===== src/rtl/polygon_dispatcher.sv =====
// polygon_dispatcher
//
// Scans a polygon table once per requested pixel and turns each enabled
// table entry into a vertex list for the downstream determinant stage.
// Each scan starts with one bubble cycle that marks the pixel boundary.
// After that, one table entry is emitted per cycle.
//
// Ports
//   clk                  sole clock, rising edge
//   reset                asynchronous, active-high reset
//   pixel_start          one-cycle scan request (ignored while busy)
//   pixel_x, pixel_y     pixel coordinates, sampled on an accepted request
//   mem_addr             registered polygon table read address
//   mem_data             table word, valid one cycle after mem_addr
//                        [39] enable, [38] form, [37:29] color,
//                        [28:19] cx, [18:9] cy, [8:0] size
//   st3_bubble           pixel-boundary marker
//   st3_color            color of the presented polygon
//   st3_pixel_x/y        pixel currently being scanned
//   form                 0 square, 1 triangle
//   v1..v4 _x/_y         polygon vertices, saturated to [0,1023]
//   busy                 scan in progress
//   done                 one-cycle pulse after the last entry was presented
module polygon_dispatcher #(
    parameter int N_POLY = 16,
    parameter int ADDR_W = 4
) (
    input  logic              clk,
    input  logic              reset,
    input  logic              pixel_start,
    input  logic [9:0]        pixel_x,
    input  logic [9:0]        pixel_y,
    output logic [ADDR_W-1:0] mem_addr,
    input  logic [39:0]       mem_data,
    output logic              st3_bubble,
    output logic [8:0]        st3_color,
    output logic [9:0]        st3_pixel_x,
    output logic [9:0]        st3_pixel_y,
    output logic              form,
    output logic [9:0]        v1_x,
    output logic [9:0]        v1_y,
    output logic [9:0]        v2_x,
    output logic [9:0]        v2_y,
    output logic [9:0]        v3_x,
    output logic [9:0]        v3_y,
    output logic [9:0]        v4_x,
    output logic [9:0]        v4_y,
    output logic              busy,
    output logic              done
);

    localparam logic [ADDR_W-1:0] LAST = ADDR_W'(N_POLY - 1);

    typedef enum logic [1:0] {
        IDLE   = 2'd0,
        BUBBLE = 2'd1,
        FETCH  = 2'd2,
        DRAIN  = 2'd3
    } state_t;

    state_t            state_q, state_d;
    logic [ADDR_W-1:0] mem_addr_q, mem_addr_d;
    logic [ADDR_W-1:0] ent_q, ent_d;
    logic [9:0]        pix_x_q, pix_x_d, pix_y_q, pix_y_d;
    logic              st3_bubble_q, st3_bubble_d;
    logic [8:0]        st3_color_q, st3_color_d;
    logic [9:0]        st3_pixel_x_q, st3_pixel_x_d, st3_pixel_y_q, st3_pixel_y_d;
    logic              form_q, form_d;
    logic [9:0]        v1_x_q, v1_x_d, v1_y_q, v1_y_d;
    logic [9:0]        v2_x_q, v2_x_d, v2_y_q, v2_y_d;
    logic [9:0]        v3_x_q, v3_x_d, v3_y_q, v3_y_d;
    logic [9:0]        v4_x_q, v4_x_d, v4_y_q, v4_y_d;
    logic              busy_q, busy_d;
    logic              done_q, done_d;

    // Table word fields
    logic              ent_en;
    logic              ent_form;
    logic [8:0]        ent_color;
    logic [9:0]        ent_cx, ent_cy;
    logic [8:0]        ent_size;

    assign ent_en    = mem_data[39];
    assign ent_form  = mem_data[38];
    assign ent_color = mem_data[37:29];
    assign ent_cx    = mem_data[28:19];
    assign ent_cy    = mem_data[18:9];
    assign ent_size  = mem_data[8:0];

    // cx+size can reach 1534, so the intermediates carry one bit more than
    // a bare 11-bit signed value. This avoids wrap-around before clamping.
    logic signed [11:0] cx_lo, cx_hi, cy_lo, cy_hi;

    always_comb begin
        cx_lo = signed'({2'b00, ent_cx}) - signed'({3'b000, ent_size});
        cx_hi = signed'({2'b00, ent_cx}) + signed'({3'b000, ent_size});
        cy_lo = signed'({2'b00, ent_cy}) - signed'({3'b000, ent_size});
        cy_hi = signed'({2'b00, ent_cy}) + signed'({3'b000, ent_size});
    end

    function automatic logic [9:0] sat10(input logic signed [11:0] v);
        if (v < 12'sd0) begin
            return 10'd0;
        end else if (v > 12'sd1023) begin
            return 10'd1023;
        end else begin
            return v[9:0];
        end
    endfunction

    // State and output registers. Every output comes straight from a flop.
    always_ff @(posedge clk or posedge reset) begin
        if (reset) begin
            state_q       <= IDLE;
            mem_addr_q    <= '0;
            ent_q         <= '0;
            pix_x_q       <= '0;
            pix_y_q       <= '0;
            st3_bubble_q  <= 1'b0;
            st3_color_q   <= '0;
            st3_pixel_x_q <= '0;
            st3_pixel_y_q <= '0;
            form_q        <= 1'b0;
            v1_x_q        <= '0;
            v1_y_q        <= '0;
            v2_x_q        <= '0;
            v2_y_q        <= '0;
            v3_x_q        <= '0;
            v3_y_q        <= '0;
            v4_x_q        <= '0;
            v4_y_q        <= '0;
            busy_q        <= 1'b0;
            done_q        <= 1'b0;
        end else begin
            state_q       <= state_d;
            mem_addr_q    <= mem_addr_d;
            ent_q         <= ent_d;
            pix_x_q       <= pix_x_d;
            pix_y_q       <= pix_y_d;
            st3_bubble_q  <= st3_bubble_d;
            st3_color_q   <= st3_color_d;
            st3_pixel_x_q <= st3_pixel_x_d;
            st3_pixel_y_q <= st3_pixel_y_d;
            form_q        <= form_d;
            v1_x_q        <= v1_x_d;
            v1_y_q        <= v1_y_d;
            v2_x_q        <= v2_x_d;
            v2_y_q        <= v2_y_d;
            v3_x_q        <= v3_x_d;
            v3_y_q        <= v3_y_d;
            v4_x_q        <= v4_x_d;
            v4_y_q        <= v4_y_d;
            busy_q        <= busy_d;
            done_q        <= done_d;
        end
    end

    // Next-state logic and output logic.
    // Outputs are loaded on the edge that enters a state.
    // The bubble values are loaded on the edge that accepts the request.
    // The first FETCH cycle sees the data for address 0.
    // ent_q counts captured entries. mem_addr stops at the last address
    // one cycle before the last entry arrives.
    // DRAIN is the cycle in which that last entry is on the outputs.
    always_comb begin
        state_d       = state_q;
        mem_addr_d    = mem_addr_q;
        ent_d         = ent_q;
        pix_x_d       = pix_x_q;
        pix_y_d       = pix_y_q;
        st3_bubble_d  = 1'b0;
        st3_color_d   = st3_color_q;
        st3_pixel_x_d = st3_pixel_x_q;
        st3_pixel_y_d = st3_pixel_y_q;
        form_d        = form_q;
        v1_x_d        = v1_x_q;
        v1_y_d        = v1_y_q;
        v2_x_d        = v2_x_q;
        v2_y_d        = v2_y_q;
        v3_x_d        = v3_x_q;
        v3_y_d        = v3_y_q;
        v4_x_d        = v4_x_q;
        v4_y_d        = v4_y_q;
        busy_d        = busy_q;
        done_d        = 1'b0;

        case (state_q)
            IDLE: begin
                if (pixel_start) begin
                    state_d       = BUBBLE;
                    busy_d        = 1'b1;
                    mem_addr_d    = '0;
                    ent_d         = '0;
                    pix_x_d       = pixel_x;
                    pix_y_d       = pixel_y;
                    st3_bubble_d  = 1'b1;
                    st3_color_d   = '0;
                    st3_pixel_x_d = pixel_x;
                    st3_pixel_y_d = pixel_y;
                    form_d        = 1'b0;
                    v1_x_d        = '0;
                    v1_y_d        = '0;
                    v2_x_d        = '0;
                    v2_y_d        = '0;
                    v3_x_d        = '0;
                    v3_y_d        = '0;
                    v4_x_d        = '0;
                    v4_y_d        = '0;
                end
            end

            BUBBLE: begin
                state_d    = FETCH;
                mem_addr_d = mem_addr_q + ADDR_W'(1);
            end

            FETCH: begin
                if (mem_addr_q != LAST) begin
                    mem_addr_d = mem_addr_q + ADDR_W'(1);
                end
                // A disabled entry leaves the previous presentation in place.
                if (ent_en) begin
                    st3_color_d   = ent_color;
                    st3_pixel_x_d = pix_x_q;
                    st3_pixel_y_d = pix_y_q;
                    form_d        = ent_form;
                    if (ent_form) begin
                        v1_x_d = ent_cx;
                        v1_y_d = sat10(cy_lo);
                        v2_x_d = sat10(cx_hi);
                        v2_y_d = sat10(cy_hi);
                        v3_x_d = sat10(cx_lo);
                        v3_y_d = sat10(cy_hi);
                        v4_x_d = '0;
                        v4_y_d = '0;
                    end else begin
                        v1_x_d = sat10(cx_lo);
                        v1_y_d = sat10(cy_lo);
                        v2_x_d = sat10(cx_hi);
                        v2_y_d = sat10(cy_lo);
                        v3_x_d = sat10(cx_hi);
                        v3_y_d = sat10(cy_hi);
                        v4_x_d = sat10(cx_lo);
                        v4_y_d = sat10(cy_hi);
                    end
                end
                if (ent_q == LAST) begin
                    state_d = DRAIN;
                end else begin
                    ent_d = ent_q + ADDR_W'(1);
                end
            end

            DRAIN: begin
                state_d = IDLE;
                busy_d  = 1'b0;
                done_d  = 1'b1;
            end

            default: begin
                state_d = IDLE;
                busy_d  = 1'b0;
            end
        endcase
    end

    assign mem_addr    = mem_addr_q;
    assign st3_bubble  = st3_bubble_q;
    assign st3_color   = st3_color_q;
    assign st3_pixel_x = st3_pixel_x_q;
    assign st3_pixel_y = st3_pixel_y_q;
    assign form        = form_q;
    assign v1_x        = v1_x_q;
    assign v1_y        = v1_y_q;
    assign v2_x        = v2_x_q;
    assign v2_y        = v2_y_q;
    assign v3_x        = v3_x_q;
    assign v3_y        = v3_y_q;
    assign v4_x        = v4_x_q;
    assign v4_y        = v4_y_q;
    assign busy        = busy_q;
    assign done        = done_q;

endmodule


===== config.mk =====
export PLATFORM = sky130hd
export DESIGN_NAME = polygon_dispatcher
export DESIGN_NICKNAME = d
export VERILOG_FILES = /design/src/rtl/polygon_dispatcher.sv
export SDC_FILE = /design/constraint.sdc
export NUM_CORES = 1
export LEC_CHECK = 0
export CORE_MARGIN = 2
export CORE_UTILIZATION = 41
export DETAILED_ROUTE_END_ITERATION = 10
export PLACE_DENSITY = 0.68
export SLEW_MARGIN = 5
export SYNTH_ARGS = -nofsm -noshare
export SYNTH_HDL_FRONTEND = slang
export SYNTH_SLANG_ARGS = --single-unit

===== constraint.sdc =====
create_clock -name clk -period 6.67 [get_ports clk]
set_clock_uncertainty 0.1 [all_clocks]
set_input_delay 1.0005 -clock clk [delete_from_list [all_inputs] [get_ports clk]]
set_output_delay 1.0005 -clock clk [all_outputs]
set_load 0.02 [all_outputs]

# Yosys cells after proc, flatten, opt, wreduce, memory -nomap -nowiden
# Cells that the tools add are included.
# totals
in_bits,63
reg_bits,143
# classes
reduce_logical,10
add_sub_neg,6
muxes,55
n_eq_ne,10
n_lt_le_gt_ge,8
# op_table
op,count
$mux 10,26
$pmux 10 s2,10
$lt 11x1->1 const B,4
$add 10x9->11,2
$gt 11x10->1 const B,2
$gt 11x11->1 const B,2
$sub 10x9->11,2
$mux 9,2
$pmux 9 s2,1
$mux 4,3
$pmux 4 s3,1
$ne 2x2->1 const B,5
$reduce_and 3->1,3
$add 4x1->4 const B,2
$pmux 2 s4,1
$pmux 4 s2,1
$mux 1,6
$reduce_and 2->1,3
$eq 2x2->1 const B,2
$eq 4x4->1 const B,1
$mux 2,2
$ne 4x4->1 const B,1
$pmux 1 s2,2
$reduce_bool 2->1,2
other kinds (3),3

# Logic depth before layout (Yosys ltp)
# depth
ltp_word,7
mapped_depth,10

# Worst setup path after synthesis
# Ideal clock, no wire load.
# synth_path
path_type,input to register
startpoint,input port mem_data[9]
endpoint,"register v2_y_q[6], in the netlist v2_y[6]"
n_path_buf,0
setup_ps,87
arrival_ps,2837
cell_stages,9
slack_ps,3647
path_cell_list,inv_1 ha_1 fa_1 nor2b_4 o31a_2 a2bb2oi_2 a31oi_4 or4_1 o211ai_1
# synth_between
elab_chain_cells,7
word_cells_on_any_way,13
cone_classes,add/sub (2); order compare (4); mux (7)
# synth_rtl
item,line,rtl
start: declaration,34,"input logic [39:0] mem_data,"
$sub 10x9->11 / $add 10x9->11 (equally long branches),"97, 98",
$gt 11x11->1 / $gt 11x10->1 (equally long branches),104,end else if (v > 12'sd1023) begin
$mux 10,104,
$mux 10,102,if (v < 12'sd0) begin
$mux 10 (*),227,if (ent_form) begin
$mux 10 (*),222,if (ent_en) begin
$pmux 10 s2 (*),187,case (state_q)
end signal: assignment,148,v2_y_q <= v2_y_d;
end: declaration,70,"logic [9:0] v2_x_q, v2_x_d, v2_y_q, v2_y_d;"
# Mark *: on every way between the ends. The rest lies on a longest branch, timed or not. The select of a mux whose other input is x is not followed.
# A chain may end at the register's enable or synchronous reset.

# Final worst setup path
# layout_path
startpoint,input port mem_data[5]
endpoint,"register v3_x_q[7], in the netlist v3_x[7]"
# layout_between
elab_chain_cells,7
word_cells_on_any_way,13
cone_classes,add/sub (2); order compare (4); mux (7)
# layout_rtl
item,line,rtl
$add 10x9->11 / $sub 10x9->11 (equally long branches),"96, 95",
$gt 11x10->1 / $gt 11x11->1 (equally long branches),104,
$mux 10,104,
$mux 10,102,
$mux 10 (*),227,
$mux 10 (*),222,
$pmux 10 s2 (*),187,
end signal: assignment,149,v3_x_q <= v3_x_d;
end: declaration,71,"logic [9:0] v3_x_q, v3_x_d, v3_y_q, v3_y_d;"
# Marked as above.

==> run metrics <==
drt via density 5.50; worst skew pair latency 0.41 ns; met1 Use GR 31.0%; EDFF count, synth 0; Synth Warn # 0; RSZ-0062 raised after global routing no; maximum buffer depth of the clock tree 2; Tmin final 3.73 ns; IR drop worst, VDD 236 uV; Hold Crit Depth 2; Crit. End Element flop; antenna cells 0; Placer Congestion 0.947; Slew HR 26.2%; Hold Vio Cnt, Final 0; HP Class reg -> reg; Fmax 268 MHz; CP arrival 3.93 ns; vias in the first global route 6312; commonest non-fill, non-tap cell in the layout clkdlybuf4s50_1; # fillers 1729; outcome complete, no violations; DR vias 6433; gr ovfl total 0; Routed Antenna Nets 0; most frequent cells in the layout 179 x clkdlybuf4s50_1, 143 x dfrtp_1, 91 x nand2_1; average wire per standard cell 18.9 um; Layout area overhead 32.5%; DRT iter0 DRCs 358; core box area 18600 sq um; Final HPWL DP 16.2 mm; htree depth 4; R2R depth 7; Worst Hold Launch st3_pixel_y[8]$_DFFE_PP0P_; met3 Resource Use GR 3.81%; Post-Syn Nets 867; Final Setup Violations 0; GR Util All Layers 22.6%; largest net degree at the start of global routing 98; worst endpoint required time 6.88 ns; Die Span X 141 um; Die Y 141 um; CTS tree done; synthesized area per cell 10.2 sq um; PwrDens 447 nW/um^2; Tcrit/Tclk final 55.9%; worst r2r dst v2_y[9]$_DFFE_PP0P_; Post-Syn Area 7740 sq um; post-synthesis cell count 758; Max-Cap Viols 0; post-synthesis sequential area ratio 46.2%; Post-CTS Resized 0; nets@finish 1031; Clock transition at path regs 0.06 ns; initial antenna violation count 0; LEAKAGE 4.55 nW; Worst Setup Start Kind input pin; GRT Max-Usage Layer met2; port bufs 179; Post-CTS Setup Bufs 0; clk root buf clkbuf_16; row cnt 50; die area 20000 sq um; first-pass GRT wire length 35.2 mm; FF-to-FF setup slack 3.58 ns; dominant synthesized flop cell dfrtp_1; drt pass-1 iters 6; fin. max-slew vios 0; Seq cells post-synth 143; M2 GR Usage 36.4%; Fin Setup TNS 0 ns; CP Class in -> reg; crit-path max FO 13; TritonCTS buffer count 17; r2r startpoint state_q[0]$_DFFE_PP0P_; Post-route DRC 0; Min-Delay Endpoint st3_pixel_y[8]$_DFFE_PP0P_; Tot Pwr 4.58 mW; synth unique cells 79; final wirelength 22.1 mm; worst slew pin tran 1.11 ns; FFs w/ async S/R, synth 100%; Clock Sinks 143; Starting Density 41.6%; Hold Buf Count CTS 0; fraction of layout cells with a size suffix above 1 9.41%; I/O pins 180
[cell type report]
class                           instances  area (sq um)  share of cell area (%)
Clock buffer                           20           457                    4.46
Inverter                               40           155                    1.51
Timing Repair Buffer                  184          1830                    17.8
Sequential cell                       143          3580                    34.9
Tap cell                              234           293                    2.86
Multi-Input combinational cell        536          3800                    37.1
Clock inverter                         12           135                    1.32
[flip-flops by register name (all words and copies together) (netlist names)]
name / count
pix_x_q: 10
pix_y_q: 10
st3_pixel_x: 10
st3_pixel_y: 10
v1_x: 10
v1_y: 10
v2_x: 10
v2_y: 10
v3_x: 10
v3_y: 10
v4_x: 10
v4_y: 10
st3_color: 9
ent_q: 4
mem_addr: 4
state_q: 2
busy: 1
done: 1
form: 1
st3_bubble: 1
[power breakdown]
part / internal [mW] / switching, mW
registers: 1.24 / 0.233
clock network: 0.572 / 0.381
logic: 0.957 / 1.19
total: 2.77 / 1.81
[Yosys cell counts, types with 10 or more instances]
cell      number  share of area, %
ha_1          42               6.8
nand2_1       91               4.4
nor3_1        10              0.65
nor2_1        32               1.6
inv_1         38               1.8
mux2_2        21               3.1
buf_2         14              0.91
a221o_1       11               1.4
a21o_1        15               1.5
dfrtp_1      143                46
a21oi_1       26               1.7
mux2i_1       21               2.7
o21ai_0       78               5.0
clkbuf_1      11              0.53
a22o_1        25               2.8
[through the flow]
step	utilization [%]	hold slack [ns]	cell area, sq um	worst slack, ns	std cells
4_1_cts	55.2	0.383	10300	2.99	1169
5_1_grt	55.2	0.394	10300	2.73	1169
6_report	55.2	0.374	10300	2.94	1169
2_1_floorplan	-	0.379	7740	1.73	758
3_3_place_gp	52.0	0.360	9660	2.61	1137
3_5_place_dp	52.0	0.370	9660	2.58	1137
[logic make-up after synthesis]
| group | Yosys count | share of synthesized area [%] |
|---|---|---|
| AND/OR/NAND/NOR | 198 | 12.3 |
| AO/OA/AOI/OAI | 235 | 21.4 |
| adder cells (fa/ha/maj) | 46 | 7.83 |
| buffers and inverters | 79 | 4.69 |
| multiplexers | 42 | 5.77 |
| XOR/XNOR | 15 | 1.70 |
| flip-flops | 143 | 46.2 |
[how the worst max path moves through the flow]
stage,start,end,slack (ns),cells after the start
6_report,mem_data[5],v3_x[7]$_DFFE_PP0P_,2.94,9
5_1_grt,mem_data[5],v3_x[7]$_DFFE_PP0P_,2.73,9
4_1_cts,mem_data[5],v3_x[7]$_DFFE_PP0P_,2.99,9
3_5_place_dp,mem_data[5],v3_x[7]$_DFFE_PP0P_,2.58,9
3_3_place_gp,mem_data[5],v3_x[7]$_DFFE_PP0P_,2.61,9
2_1_floorplan,reset,busy$_DFFE_PP0P_,1.73,1
[critical path: stages]
cell and delay (ns):
clkdlybuf4s50_1 0.52, inv_1 0.08, ha_1 0.53, nand2b_1 0.13, a211oi_1 0.31, a211oi_1 0.09
o21ai_1 0.70, nand3_1 0.20, a221o_1 0.37
[per-layer routing]
| metal | wire (um) | vias to the layer above |
|---|---|---|
| li1 | - | 3052 |
| met1 | 10100 | 3166 |
| met2 | 10600 | 190 |
| met3 | 1010 | 25 |
| met4 | 382 | 0 |
| met5 | 0 | - |
Power figures use the tool's default switching activity.
==> variant 1: new RTL, same settings <==
Remove the register `st3_bubble_q`: a continuous assignment takes its place, so the output `st3_bubble` follows one clock earlier.
--- a/src/rtl/polygon_dispatcher.sv
+++ b/src/rtl/polygon_dispatcher.sv
@@ -116,7 +116,6 @@
             ent_q         <= '0;
             pix_x_q       <= '0;
             pix_y_q       <= '0;
-            st3_bubble_q  <= 1'b0;
             st3_color_q   <= '0;
             st3_pixel_x_q <= '0;
             st3_pixel_y_q <= '0;
@@ -137,7 +136,6 @@
             ent_q         <= ent_d;
             pix_x_q       <= pix_x_d;
             pix_y_q       <= pix_y_d;
-            st3_bubble_q  <= st3_bubble_d;
             st3_color_q   <= st3_color_d;
             st3_pixel_x_q <= st3_pixel_x_d;
             st3_pixel_y_q <= st3_pixel_y_d;
@@ -154,6 +152,8 @@
             done_q        <= done_d;
         end
     end
+
+    assign st3_bubble_q = st3_bubble_d;
 
     // Next-state logic and output logic.
     // Outputs are loaded on the edge that enters a state.
Formal check against the unedited RTL: not equivalent (a bounded check fails within 4 cycles, from zero or initial values and one cycle with reset high).
==> variant 1 against the unedited design <==
Clock power is 0.4% lower; highest routed layer unchanged; total power is 0.93% higher; critical endpoint is now st3_bubble; sequential cell count is 1 lower; worst setup slack worse by 0.27 ns; first-iteration DRC count is 1.4% lower; sequential share of layout area is 0.26 points lower; area after synthesis hardly changed; non-clock buffer count is 1 lower; hold slack better by 0.0017 ns; cell area hardly changed; routed wire length is 0.61% lower.
==> variant 1: results (changes against the unedited design) <==
- The total leakage power came to 4.53 nW (-0.44%).
- By count the netlist is led by sky130_fd_sc_hd__dfrtp_1 (142), sky130_fd_sc_hd__nand2_1 (81), sky130_fd_sc_hd__o21ai_0 (76).
- The highest ir drop seen on vdd is 0.264 mV (+12%).
- CTS placed an instance of sky130_fd_sc_hd__clkbuf_16 at the clock tree root.
- The placed wire-length estimate after detailed placement came to 16000 um (-1.4%).
- The hold slack is 0.376 ns (+0.00172 ns).
- The length of the first detailed-routing pass in iterations came to 5 (-1).
- The met2 wirelength from detailed routing is 9950 um (-6.4%).
- The number of distinct library cells after synthesis is 70 (-11%).
- The maximum number of pins on one net before global-route repair is 104 (+6.1%).
- The final weighted congestion in routability-driven placement was 0.928 (-2.0%).
- The largest driver fanout on the critical path is 23 (+10).
- The via density per instance is 5.52 (+0.37%).
- The number of nets in the synthesized netlist is 873 (+0.69%).
- The proportion of layout cells with a drive suffix above 1 is 8.32% (-1.1 points).
- The final-layout fill cell count was 1658 (-4.1%).
- The met3 routed wirelength is 1320 um (+31%).
- The final net count is 1033 (+0.19%).
- The worst slack after detailed placement is 2.64 ns (+0.0573 ns).
- In the post-synthesis netlist, the biggest area contributors are sky130_fd_sc_hd__dfrtp_1 (46%), sky130_fd_sc_hd__ha_1 (6.8%), sky130_fd_sc_hd__o21ai_0 (4.9%).
- The worst-case register-to-register setup slack is 3.36 ns (-0.22 ns).
- The via count of the first global-routing pass is 6242 (-1.1%).
- The peak clock frequency supported by timing is 250 MHz (-6.8%).
- The count of yosys warnings during synthesis is 0 (unchanged).
- The total routed wirelength was 22000 um (-0.61%).
- The sequential element share of the synthesized area is 45.9% (-0.30 points).
- The violation count after the first detailed-routing iteration is 353 (-1.4%).
- The critical path arrival is 2.90 ns (-1.03 ns).
- The wire length of the first global-routing pass is 34600 um (-1.7%).
- The overall global routing resource usage came to 22.1% (-0.50 points).
- The worst-case headroom to the max-slew limit is 35.7% (+9.5 points).
- The flow ran to the end, and the final reports show no timing, DRC or antenna violations.
variant 1: power by group:
group	total, mW	switching, mW	internal (mW)
sequential	1.46	0.217	1.24
combinational	2.21	1.24	0.977
clock	0.950	0.395	0.555
total	4.62	1.85	2.78
variant 1: through the flow:
stage / cells / total power [mW] / instance area, um^2
floorplan: 764 / 2.74 / 7730
global placement: 1139 / 3.65 / 9670
detailed placement: 1139 / 3.69 / 9670
CTS: 1171 / 4.66 / 10300
global route: 1171 / 4.89 / 10300
finish: 1171 / 4.62 / 10300
variant 1: kinds of logic after synthesis:
| logic type | count (synthesis) | share of synthesized area [%] |
|---|---|---|
| buffers and inverters | 84 | 4.58 |
| multiplexers | 43 | 5.91 |
| flip-flops | 142 | 45.9 |
| adder cells (fa/ha/maj) | 46 | 7.83 |
| AO/OA/AOI/OAI | 244 | 22.1 |
| AND/OR/NAND/NOR | 186 | 11.5 |
| XOR/XNOR | 19 | 2.15 |
variant 1: critical path, stage by stage:
cell                              delay, ns
sky130_fd_sc_hd__clkdlybuf4s50_1       0.53
sky130_fd_sc_hd__nand2_1               0.57
sky130_fd_sc_hd__inv_1                 0.18
sky130_fd_sc_hd__clkdlybuf4s50_1       0.62
variant 1: layer usage:
metal | up-vias | GRT usage (%)
li1 | 3072 | -
met1 | 3142 | 31.1
met2 | 224 | 34.2
met3 | 30 | 4.49
met4 | 0 | 7.53
met5 | - | 0
variant 1: final timing paths:
kind | startpoint | endpoint | cells after the start
max reg2reg | state_q[0] | v1_x[3] | 7
min reg2reg | st3_pixel_x[2] | st3_pixel_x[2] | 2
min | st3_pixel_x[2] | st3_pixel_x[2] | 2
max | pixel_start | st3_bubble | 4
min in group asynchronous | reset | pix_x_q[1] | 2
max in group asynchronous | reset | form | 3
variant 1: area by class of cell:
| cell class | instances | area share [%] |
|---|---|---|
| inverter | 42 | 1.59 |
| clock buffer | 17 | 4.15 |
| tap | 234 | 2.86 |
| timing repair buffer | 183 | 17.8 |
| sequential | 142 | 34.7 |
| multi-input combinational | 538 | 37.4 |
| clock inverter | 15 | 1.56 |
==> variant 2: new RTL, config.mk and constraints unchanged <==
Made on the original files. The parameter `ADDR_W` goes from 4 to 3.
--- a/src/rtl/polygon_dispatcher.sv
+++ b/src/rtl/polygon_dispatcher.sv
@@ -23,7 +23,7 @@
 //   done                 one-cycle pulse after the last entry was presented
 module polygon_dispatcher #(
     parameter int N_POLY = 16,
-    parameter int ADDR_W = 4
+    parameter int ADDR_W = 3
 ) (
     input  logic              clk,
     input  logic              reset,
Ports: changed (resized mem_addr); port bits go from 180 to 179. No check against the original RTL was run, so the function may have changed too.
==> variant 2 against the unedited design <==
Clock power decreased by 6.0%; cell area decreased by 2.5%; area after synthesis decreased by 2.4%; routed wire length decreased by 10%; die area decreased by 2.3%; total power decreased by 3.5%; largest power group unchanged; worst setup slack got worse by 0.30 ns; sequential cell count decreased by 2; highest routed layer unchanged.
==> variant 2: results (changes against the unedited design) <==
- The fraction of the mapped netlist area in compound gates was 20.3% (-1.2 points).
- The wire length of the first global-routing pass is 31500 um (-10%).
- The via density per instance is 5.35 (-2.8%).
- The number of buffer cells added on primary ports is 178 (-0.56%).
- The fraction of the mapped netlist area in adder cells is 8.35% (+0.52 points).
- The routed metal-1 wirelength is 9440 um (-6.3%).
- The source-to-sink clock delay at the later pin of the worst-skew pair is ~0.42 ns.
- The overall global routing resource usage is 20.3% (-2.3 points).
- The total via count in the routed design is 6079 (-5.5%).
- The final weighted congestion in routability-driven placement is 0.889 (-6.1%).
- The sequential element share of the synthesized area came to 46.7% (+0.46 points).
- The length of the first detailed-routing pass in iterations came to 5 (-1).
- The largest driver fanout on the critical path is 22 (+9).
- The placed wire-length estimate after detailed placement is 14200 um (-13%).
- The via count of the first global-routing pass is 5891 (-6.7%).
- The critical path arrival is 4.27 ns (+0.34 ns).
- The met2 wirelength from detailed routing is 8950 um (-16%).
- The critical path launch point is pixel_start.
- Ranked by instance count, the synthesized netlist is headed by sky130_fd_sc_hd__dfrtp_1 (141), sky130_fd_sc_hd__nand2_1 (89), sky130_fd_sc_hd__o21ai_0 (62).
- The maximum number of pins on one net before global-route repair is 95 (-3.1%).
- The number of nets in the synthesized netlist was 851 (-1.8%).
- The post-placement cell area is 9440 um^2 (-2.3%).
- Yosys attributes the largest share of cell area to sky130_fd_sc_hd__dfrtp_1 (47%), sky130_fd_sc_hd__ha_1 (7.3%), sky130_fd_sc_hd__nand2_1 (4.4%).
- The highest ir drop seen on vdd is 0.237 mV (+0.50%).
- The run finished with clean final reports.
- The final net count was 1006 (-2.4%).
- The mean routed wirelength per cell is 17.5 um (-7.5%).
- The fraction of synthesized area in multiplexers is 6.33% (+0.55 points).
- The xor-xnor portion of the synthesized cell area is 2.78% (+1.1 points).
- The total leakage power is 4.57 nW (+0.39%).
- The count of mapped cells out of synthesis is 740 (-2.4%).
- The worst-case headroom to the max-slew limit is 32.6% (+6.5 points).
- The final-layout fill cell count is 1608 (-7.0%).
- The source of the worst hold timing path is v2_x[8].
- The met3 routed wirelength is 1200 um (+19%).
- The proportion of layout cells with a drive suffix above 1 is 8.48% (-0.93 points).
- The number of distinct library cells after synthesis is 65 (-18%).
- The violation count after the first detailed-routing iteration is 339 (-5.3%).
- The instance count after placement with tap cells included is 1105 (-2.8%).
[variant 2: final timing paths]
path                                  endpoint  cells past startpoint  slack, ns
min in group asynchronous         st3_color[3]                      2       1.03
max in group asynchronous       st3_pixel_x[3]                      3       4.33
worst max register to register         v1_x[7]                      8       2.92
worst min register to register         v2_x[8]                      2       0.37
worst min-delay path                   v2_x[8]                      2       0.37
worst max-delay path                   v1_x[7]                      7       2.64
[variant 2: cell type report]
type | count | area [um^2] | area share (%)
multi-input combinational | 522 | 3690 | 36.9
sequential | 141 | 3530 | 35.3
timing repair buffer | 182 | 1810 | 18.1
clock buffer | 18 | 439 | 4.39
tap | 229 | 287 | 2.87
inverter | 31 | 121 | 1.21
clock inverter | 14 | 119 | 1.19
[variant 2: critical path, stage by stage]
cell and delay [ns]:
sky130_fd_sc_hd__clkdlybuf4s50_1 0.52, sky130_fd_sc_hd__nand2b_1 0.31, sky130_fd_sc_hd__nand3_1 0.67, sky130_fd_sc_hd__nor2_1 1.04, sky130_fd_sc_hd__nand2b_4 0.26, sky130_fd_sc_hd__or2_2 0.37, sky130_fd_sc_hd__o211ai_1 0.09
[variant 2: per-layer routing]
metal | vias up | GRT usage, %
met5 | - | 0
met4 | 0 | 5.37
met3 | 19 | 4.99
met2 | 193 | 30.8
met1 | 2940 | 29.1
li1 | 2927 | -
[variant 2: where the power goes]
group          internal (mW)  switching, mW
logic                  0.936           1.16
registers               1.22          0.202
clock network          0.521          0.375
